## config.mk

```make
export PLATFORM = sky130hd
export DESIGN_NAME = mem_ctrl_flat
export DESIGN_NICKNAME = d
export VERILOG_FILES = /design/src/rtl/mem_ctrl_if.sv /design/src/rtl/mem_ctrl.sv /design/src/flat_wrapper.sv
export SDC_FILE = /design/constraint.sdc
export NUM_CORES = 1
export LEC_CHECK = 0
export ABC_AREA = 1
export ABC_CLOCK_PERIOD_IN_PS = 2840
export BUFFER_PORTS_ARGS = -buffer_cell sky130_fd_sc_hd__buf_2
export CAP_MARGIN = 5
export CORE_MARGIN = 1.5
export CORE_UTILIZATION = 54
export CTS_BUF_LIST = sky130_fd_sc_hd__clkbuf_16
export DETAILED_ROUTE_END_ITERATION = 10
export PLACE_DENSITY = 0.78
export SETUP_SLACK_MARGIN = 0.2
export SYNTH_ARGS = -nofsm -noshare
export SYNTH_HDL_FRONTEND = slang
export SYNTH_SLANG_ARGS = --single-unit
```

## constraint.sdc

```tcl
create_clock -name clk_in -period 2.84 [get_ports clk_in]
set_clock_uncertainty 0.1 [all_clocks]
set_input_delay 0.284 -clock clk_in [delete_from_list [all_inputs] [get_ports clk_in]]
set_output_delay 0.284 -clock clk_in [all_outputs]
set_load 0.02 [all_outputs]
```

## src/rtl/mem_ctrl_if.sv

```systemverilog
// mem_ctrl_if: bundle of the fetch port, the load/store port and the
// byte-wide RAM bus that mem_ctrl serves.
//   slave  : the controller side (takes requests and RAM read data, drives
//            the RAM address/data/write strobe and the done/data responses)
//   master : the system side (requesters plus the RAM model)
interface mem_ctrl_if;
    // RAM bus
    logic [7:0]  mem_din;
    logic [7:0]  mem_dout;
    logic [31:0] mem_a;
    logic        mem_wr;
    // instruction fetch port
    logic        if_req_in;
    logic [31:0] if_addr_in;
    logic        if_done_out;
    logic [31:0] if_data_out;
    // load/store port
    logic        ls_req_in;
    logic        ls_wr_in;
    logic [1:0]  ls_size_in;
    logic [31:0] ls_addr_in;
    logic [31:0] ls_wdata_in;
    logic        ls_done_out;
    logic [31:0] ls_rdata_out;

    modport slave (
        input  mem_din,
        input  if_req_in, if_addr_in,
        input  ls_req_in, ls_wr_in, ls_size_in, ls_addr_in, ls_wdata_in,
        output mem_dout, mem_a, mem_wr,
        output if_done_out, if_data_out,
        output ls_done_out, ls_rdata_out
    );

    modport master (
        output mem_din,
        output if_req_in, if_addr_in,
        output ls_req_in, ls_wr_in, ls_size_in, ls_addr_in, ls_wdata_in,
        input  mem_dout, mem_a, mem_wr,
        input  if_done_out, if_data_out,
        input  ls_done_out, ls_rdata_out
    );
endinterface

```

## src/rtl/mem_ctrl.sv

```systemverilog
// mem_ctrl: byte-serial memory controller / arbiter. Shares one 8-bit RAM
// port between the instruction fetch path (word reads) and the load/store
// unit (1/2/4-byte reads and writes). Accesses are sequenced one byte per
// cycle, little-endian, and finish with a one-cycle done pulse. When both
// sides are waiting, the side not served last time is granted.
// Ports:
//   clk_in    system clock (rising edge)
//   rst_in    synchronous active-low reset (wins over rdy_in and clear_in)
//   rdy_in    global ready; low freezes all state and masks mem_wr
//   clear_in  flush: aborts reads in flight, blocks a grant in IDLE
//   bus       mem_ctrl_if.slave (RAM bus, fetch port, load/store port)
module mem_ctrl (
    input logic       clk_in,
    input logic       rst_in,
    input logic       rdy_in,
    input logic       clear_in,
    mem_ctrl_if.slave bus
);

    typedef enum logic [1:0] {IDLE, IF_RD, LS_RD, LS_WR} state_t;

    state_t      state_q, state_d;
    logic [2:0]  cnt_q;        // index of the byte currently on the bus
    logic [2:0]  len_q;        // bytes in this access: 1, 2 or 4
    logic [31:0] buf_q;        // read assembly / write data holding register
    logic        last_ls_q;    // 1: load/store was granted last, 0: fetch
    logic        mem_wr_q;
    logic [31:0] mem_a_q;
    logic [7:0]  mem_dout_q;
    logic        if_done_q, ls_done_q;
    logic [31:0] if_data_q, ls_data_q;

    logic        grant_if, grant_ls, last_byte;
    logic [2:0]  cnt_inc;
    logic [4:0]  rd_sel, wr_sel;
    logic [31:0] rd_word;

    function automatic logic [2:0] size_len(input logic [1:0] size);
        case (size)
            2'b00:   return 3'd1;
            2'b01:   return 3'd2;
            default: return 3'd4;
        endcase
    endfunction

    // Read data with the byte arriving this cycle merged in; this is what
    // gets published on the final byte so no extra cycle is needed.
    always_comb begin
        cnt_inc = cnt_q + 3'd1;
        rd_sel  = {cnt_q[1:0], 3'b000};
        wr_sel  = {cnt_inc[1:0], 3'b000};
        rd_word = buf_q;
        rd_word[rd_sel +: 8] = bus.mem_din;
    end

    // State register
    always_ff @(posedge clk_in) begin
        if (!rst_in)
            state_q <= IDLE;
        else if (rdy_in)
            state_q <= state_d;
    end

    // Next state and grant decision
    always_comb begin
        state_d   = state_q;
        grant_if  = 1'b0;
        grant_ls  = 1'b0;
        last_byte = (cnt_q == len_q - 3'd1);
        case (state_q)
            IDLE: begin
                // A done pulse in flight means the requester has not had a
                // chance to drop its request yet, so hold off one cycle.
                if (!clear_in && !if_done_q && !ls_done_q) begin
                    if (bus.if_req_in && (!bus.ls_req_in || last_ls_q))
                        grant_if = 1'b1;
                    else if (bus.ls_req_in)
                        grant_ls = 1'b1;
                end
                if (grant_if)
                    state_d = IF_RD;
                else if (grant_ls)
                    state_d = bus.ls_wr_in ? LS_WR : LS_RD;
            end
            IF_RD, LS_RD: begin
                if (clear_in || last_byte)
                    state_d = IDLE;
            end
            LS_WR: begin
                // Stores are committed once started; flush does not stop them.
                if (last_byte)
                    state_d = IDLE;
            end
            default: state_d = IDLE;
        endcase
    end

    // Datapath and output registers
    always_ff @(posedge clk_in) begin
        if (!rst_in) begin
            cnt_q      <= 3'd0;
            len_q      <= 3'd1;
            buf_q      <= 32'd0;
            last_ls_q  <= 1'b0;
            mem_wr_q   <= 1'b0;
            mem_a_q    <= 32'd0;
            mem_dout_q <= 8'd0;
            if_done_q  <= 1'b0;
            ls_done_q  <= 1'b0;
            if_data_q  <= 32'd0;
            ls_data_q  <= 32'd0;
        end else if (rdy_in) begin
            if_done_q <= 1'b0;
            ls_done_q <= 1'b0;
            case (state_q)
                IDLE: begin
                    if (grant_if) begin
                        mem_a_q   <= bus.if_addr_in;
                        cnt_q     <= 3'd0;
                        len_q     <= 3'd4;
                        buf_q     <= 32'd0;
                        mem_wr_q  <= 1'b0;
                        last_ls_q <= 1'b0;
                    end else if (grant_ls) begin
                        mem_a_q    <= bus.ls_addr_in;
                        cnt_q      <= 3'd0;
                        len_q      <= size_len(bus.ls_size_in);
                        // Loads start from zero so short loads come out
                        // zero-extended.
                        buf_q      <= bus.ls_wr_in ? bus.ls_wdata_in : 32'd0;
                        mem_dout_q <= bus.ls_wdata_in[7:0];
                        mem_wr_q   <= bus.ls_wr_in;
                        last_ls_q  <= 1'b1;
                    end
                end
                IF_RD, LS_RD: begin
                    if (!clear_in) begin
                        buf_q <= rd_word;
                        if (last_byte) begin
                            // mem_a is left on the last address
                            if (state_q == IF_RD) begin
                                if_data_q <= rd_word;
                                if_done_q <= 1'b1;
                            end else begin
                                ls_data_q <= rd_word;
                                ls_done_q <= 1'b1;
                            end
                        end else begin
                            cnt_q   <= cnt_inc;
                            mem_a_q <= mem_a_q + 32'd1;
                        end
                    end
                end
                LS_WR: begin
                    if (last_byte) begin
                        mem_wr_q  <= 1'b0;
                        ls_done_q <= 1'b1;
                    end else begin
                        cnt_q      <= cnt_inc;
                        mem_a_q    <= mem_a_q + 32'd1;
                        mem_dout_q <= buf_q[wr_sel +: 8];
                    end
                end
                default: ;
            endcase
        end
    end

    // Outputs; the write strobe is masked while the system is stalled so the
    // RAM never sees a write during a frozen cycle.
    always_comb begin
        bus.mem_wr       = mem_wr_q & rdy_in;
        bus.mem_a        = mem_a_q;
        bus.mem_dout     = mem_dout_q;
        bus.if_done_out  = if_done_q;
        bus.if_data_out  = if_data_q;
        bus.ls_done_out  = ls_done_q;
        bus.ls_rdata_out = ls_data_q;
    end

endmodule

```

## src/flat_wrapper.sv

```systemverilog
// flat-port wrapper written by rule: the top's interface ports become plain ports
module mem_ctrl_flat 
  (clk_in, rst_in, rdy_in, clear_in, bus_mem_din, bus_if_req_in, bus_if_addr_in, bus_ls_req_in, bus_ls_wr_in, bus_ls_size_in, bus_ls_addr_in, bus_ls_wdata_in, bus_mem_dout, bus_mem_a, bus_mem_wr, bus_if_done_out, bus_if_data_out, bus_ls_done_out, bus_ls_rdata_out);
  mem_ctrl_if bus_i ();
  input logic clk_in;
  input logic rst_in;
  input logic rdy_in;
  input logic clear_in;
  input wire logic [$bits(bus_i.mem_din)-1:0] bus_mem_din;
  input wire logic [$bits(bus_i.if_req_in)-1:0] bus_if_req_in;
  input wire logic [$bits(bus_i.if_addr_in)-1:0] bus_if_addr_in;
  input wire logic [$bits(bus_i.ls_req_in)-1:0] bus_ls_req_in;
  input wire logic [$bits(bus_i.ls_wr_in)-1:0] bus_ls_wr_in;
  input wire logic [$bits(bus_i.ls_size_in)-1:0] bus_ls_size_in;
  input wire logic [$bits(bus_i.ls_addr_in)-1:0] bus_ls_addr_in;
  input wire logic [$bits(bus_i.ls_wdata_in)-1:0] bus_ls_wdata_in;
  output wire logic [$bits(bus_i.mem_dout)-1:0] bus_mem_dout;
  output wire logic [$bits(bus_i.mem_a)-1:0] bus_mem_a;
  output wire logic [$bits(bus_i.mem_wr)-1:0] bus_mem_wr;
  output wire logic [$bits(bus_i.if_done_out)-1:0] bus_if_done_out;
  output wire logic [$bits(bus_i.if_data_out)-1:0] bus_if_data_out;
  output wire logic [$bits(bus_i.ls_done_out)-1:0] bus_ls_done_out;
  output wire logic [$bits(bus_i.ls_rdata_out)-1:0] bus_ls_rdata_out;
  assign bus_i.mem_din = bus_mem_din;
  assign bus_i.if_req_in = bus_if_req_in;
  assign bus_i.if_addr_in = bus_if_addr_in;
  assign bus_i.ls_req_in = bus_ls_req_in;
  assign bus_i.ls_wr_in = bus_ls_wr_in;
  assign bus_i.ls_size_in = bus_ls_size_in;
  assign bus_i.ls_addr_in = bus_ls_addr_in;
  assign bus_i.ls_wdata_in = bus_ls_wdata_in;
  assign bus_mem_dout = bus_i.mem_dout;
  assign bus_mem_a = bus_i.mem_a;
  assign bus_mem_wr = bus_i.mem_wr;
  assign bus_if_done_out = bus_i.if_done_out;
  assign bus_if_data_out = bus_i.if_data_out;
  assign bus_ls_done_out = bus_i.ls_done_out;
  assign bus_ls_rdata_out = bus_i.ls_rdata_out;
  mem_ctrl u_core (.clk_in(clk_in), .rst_in(rst_in), .rdy_in(rdy_in), .clear_in(clear_in), .bus(bus_i));
endmodule
```

==> summary.md <==
Counting every net in the synthesized netlist gives 1659. The number of inserted diodes was 0; the number of antenna-violating nets in the routed design was 0. The tools report the worst setup path startpoint as u_core.cnt_q[0]. The run finished with clean final reports. The worst endpoint required time came out at 3110 ps.

Post-route DRC violation count: 0. The library cell appearing most often on the critical path is sky130_fd_sc_hd__nand2_1. The root buffer cell chosen for the clock tree is sky130_fd_sc_hd__clkbuf_16. Yosys mapped a number of flops with a built-in enable equal to 0. A synthesized cell averages 5.85 um^2. Among all flip-flop cells after synthesis, the most frequent one is sky130_fd_sc_hd__dfxtp_1. The run gives 16100 um^2 as the area of the core. The run gives 0.439 as the worst-case headroom to the max-slew limit.

The placed wire-length estimate came out at 20.5 mm. The worst register-to-register path has a depth of 8. Clock latency on the worst-skew pair, taken at its later pin, is 440 ps. The tools report the cell area after synthesis as 8970 um^2. TritonCTS built the clock tree. CTS saw 148 sinks. The part of the power in registers came out at 0.352. The synthesized netlist contains 30 unique library cells. The congestion estimate from routability-driven global placement came to 0.942. The destination of the critical timing path was u_core.buf_q[8]. The actual transition at the worst max-transition pin works out to 842 ps. The final number of max-transition violations was 0; the sum of negative setup slack was 0 ps. The wire length of the first global-routing pass came out at 45.7 mm. The total routing resource utilization after global routing was 0.323.

The mean number of vias per cell is 5.35, and the total congestion overflow after global routing is 0. The logs give 0.292 for the portion of total power attributed to the clock network and 0 for the number of hold violations in the final report. The run gives 4.19 mW as the internal power contribution. Portion of the clock cycle consumed by the worst path in the final layout: 0.887. In this run the deepest clock path goes through 2 buffers.

The number of global-route vias before repair is 9130. By area the synthesized netlist is led by sky130_fd_sc_hd__dfxtp_1, sky130_fd_sc_hd__nand2_1, sky130_fd_sc_hd__nor2_1. The peak per-stage delay on the critical path was 600 ps.

At the end of the flow, the number of nets in the layout was 1832. The critical path goes through buf_4 > ha_1 > nand2_1 > o22ai_1 > nand2_1 > nand2_1 > nor2_1 > nor2_1. For this block, the routed nets add up to 28.5 mm of wire. For the number of buffers added for setup after CTS, the log shows 0.

Count of placed standard cells including taps: 1901. From left edge to right edge, the die measures 132 um. The tools report the effective utilization at floorplan as 0.559. The tools report the end of the worst register-to-register path as u_core.buf_q[8]. Setup violations remaining at the end of the flow were counted as 0.

Across all layers, the routed design uses 10.4k vias. The analysis attributes to net switching a power of 2.92 mW. The maximum number of pins on one net before global-route repair is 76. The part of the Yosys area used for sequential elements is 0.330. The count of maximum capacitance violations came out at 0. The analysis attributes to cell leakage a power of 5.40 nW.

The clock-pin slew on the worst setup and hold paths is 60 ps, and the detailed router's first-iteration violation count is 1103. The first TritonRoute pass finished after 6 iterations. Area enclosed by the die boundary: 17400 um^2. The class of the tightest hold or removal check was input pin to flop. Row generation in the floorplan step produced 46 rows. Launch instance of the worst register-to-register path: u_core.cnt_q[0].

The switching share of total power is 0.411, and the number of cells on the worst hold path is 4. After detailed routing, the average wire length per cell comes to 14.7 um. Subtracting the final worst setup slack from the clock period gives 2520 ps. The fraction of final layout cells with drive strength greater than 1 came out at 0.169.

For the worst setup path, the data arrival time is 2790 ps. The critical path crosses 8 cells after its start point. The die is 132 um tall.

For the top-level I/O count, the log shows 220. The total of flip-flops plus latches after synthesis came out at 148. The worst-case IR drop observed on VDD is 0.484 mV. Derived from the worst setup path, the maximum achievable clock frequency is 397 MHz. The yosys synthesis warning count was 0. The count of buffers added on input and output ports is 219. The master of the slowest instance on the critical path was sky130_fd_sc_hd__o22ai_1.

In this design, the largest share of critical-path delay is due to simple AND/OR/NAND/NOR gates. Initial antenna violation count: 1. The minimum setup slack among reg-to-reg paths is 320 ps, and the share of Yosys cell area claimed by the top area cell type is 0.330. The maximum fanout encountered on the critical timing path came out at 30. Relative to the synthesized area, the layout overhead comes to 19.0%.

The combined buffer and inverter count along the critical path works out to 1. Cell type with the largest total area after synthesis: sky130_fd_sc_hd__dfxtp_1. For the number of CTS-inserted buffers, the log shows 17. The tools report the portion of total power attributed to combinational logic as 0.355. The tools report the kind of end point of the critical path as a flop. The share of flip-flops with an asynchronous set or reset after synthesis came out at 0. The finished layout holds 1934 standard cells, fillers aside. For this design the ratio of total power to cell area is 666 nW/um^2.

STA classifies the critical path startpoint as a flop. The clock tree synthesis step divided the H-tree into 4 levels. The cell count after synthesis is 1532. The category of the most critical setup path was flop to flop.

Setup repair after global routing could not meet its margin everywhere.
-- Yosys cell counts, drive strengths merged, types with 2 or more instances --
master and count:
ha 14, inv 146, clkbuf 45, o22ai 32, nor2 216, buf 43
nand4 44, dfxtp 148, nand3 103, clkinv 2, nand3b 3, nand2 590
a21oi 105, o211ai 9, o21ai 29
-- metrics by stage --
stage	utilization	setup WS [ps]	total power [mW]	hold slack, ps	instance area (um^2)
5_1_grt	0.665	161	7.51	28.1	10700
6_report	0.665	320	7.11	12.9	10700
4_1_cts	0.664	387	7.05	11.6	10700
2_1_floorplan	-	614	4.29	330	8970
3_3_place_gp	0.630	510	4.95	347	10100
3_5_place_dp	0.630	423	4.98	351	10100
-- area by class of cell --
class	count	area, um^2
clock buffer	17	425
clock inverter	15	109
fill	1544	5380
inverter	148	558
multi-input combinational	1148	5050
sequential	148	2960
tap	216	270
timing repair buffer	242	1300
-- registers in the layout (all words and copies together), names as in the netlist --
| register | cells |
|---|---|
| u_core.buf_q | 32 |
| u_core.bus.if_data_out | 32 |
| u_core.bus.if_done_out | 1 |
| u_core.bus.ls_done_out | 1 |
| u_core.bus.ls_rdata_out | 32 |
| u_core.bus.mem_a | 32 |
| u_core.bus.mem_dout | 8 |
| u_core.cnt_q | 3 |
| u_core.last_ls_q | 1 |
| u_core.len_q | 3 |
| u_core.mem_wr_q | 1 |
| u_core.state_q | 2 |
-- worst min-delay path by stage --
stage	endpoint	start	slack (ps)
final	u_core.len_q[0]	bus_ls_size_in[0]	10
after global routing	u_core.len_q[0]	bus_ls_size_in[0]	30
after detailed placement	u_core.bus.if_data_out[24]	u_core.bus.if_data_out[24]	350
after floorplan	u_core.len_q[2]	bus_ls_size_in[1]	330
after CTS	u_core.len_q[0]	bus_ls_size_in[0]	10
after global placement	u_core.bus.if_data_out[25]	u_core.bus.if_data_out[25]	350
-- per-layer routing --
layer,global-route usage,up-vias,wire length [um]
li1,-,5162,-
met1,0.435,4622,12500
met2,0.513,503,12500
met3,0.0665,63,2760
met4,0.111,2,659
met5,0,-,13
-- logic make-up after synthesis --
logic type | share of synthesized area
adder cells (fa/ha/maj) | 0.0195
AND/OR/NAND/NOR | 0.435
AO/OA/AOI/OAI | 0.105
buffers and inverters | 0.108
XOR/XNOR | 0.000977
flip-flops | 0.330
-- placed cells by master, fill, tap and decap left out, types with 8 or more instances in the layout --
cell type / Yosys / final
sky130_fd_sc_hd__buf_4: 6 / 20
sky130_fd_sc_hd__nand4_1: 44 / 44
sky130_fd_sc_hd__clkbuf_16: 0 / 17
sky130_fd_sc_hd__buf_2: 26 / 219
sky130_fd_sc_hd__nand3_1: 101 / 100
sky130_fd_sc_hd__o22ai_1: 32 / 31
sky130_fd_sc_hd__o21ai_0: 25 / 25
sky130_fd_sc_hd__inv_2: 8 / 8
sky130_fd_sc_hd__dfxtp_1: 148 / 148
sky130_fd_sc_hd__inv_1: 138 / 138
sky130_fd_sc_hd__a21oi_1: 105 / 105
sky130_fd_sc_hd__nor2_1: 211 / 211
sky130_fd_sc_hd__o211ai_1: 9 / 9
sky130_fd_sc_hd__nand2_1: 587 / 587
sky130_fd_sc_hd__ha_1: 14 / 14
-- power groups by stage --
| stage | Sequential (mW) | Clock [mW] | Combinational, mW |
|---|---|---|---|
| final | 2.50 | 2.08 | 2.53 |
| after global routing | 2.53 | 2.18 | 2.80 |
| after CTS | 2.49 | 2.09 | 2.47 |
| after detailed placement | 2.54 | 0 | 2.45 |
| after global placement | 2.53 | 0 | 2.42 |
| after floorplan | 2.64 | 0 | 1.64 |
-- worst reg2reg max path, cell delays in order (launching register included) --
cell and delay [ps]:
sky130_fd_sc_hd__dfxtp_1 340, sky130_fd_sc_hd__buf_4 300, sky130_fd_sc_hd__ha_1 450, sky130_fd_sc_hd__nand2_1 310
sky130_fd_sc_hd__o22ai_1 600, sky130_fd_sc_hd__nand2_1 110, sky130_fd_sc_hd__nand2_1 110, sky130_fd_sc_hd__nor2_1 50
sky130_fd_sc_hd__nor2_1 90
-- repair_timing --
item | 4_1_cts | 5_1_grt
endpoints found under the setup margin | 0 | 33
gates resized for setup | 0 | 3
hold endpoints to repair | 1 | 0
hold buffers | 1 | 0
Power figures use the tool's default switching activity.
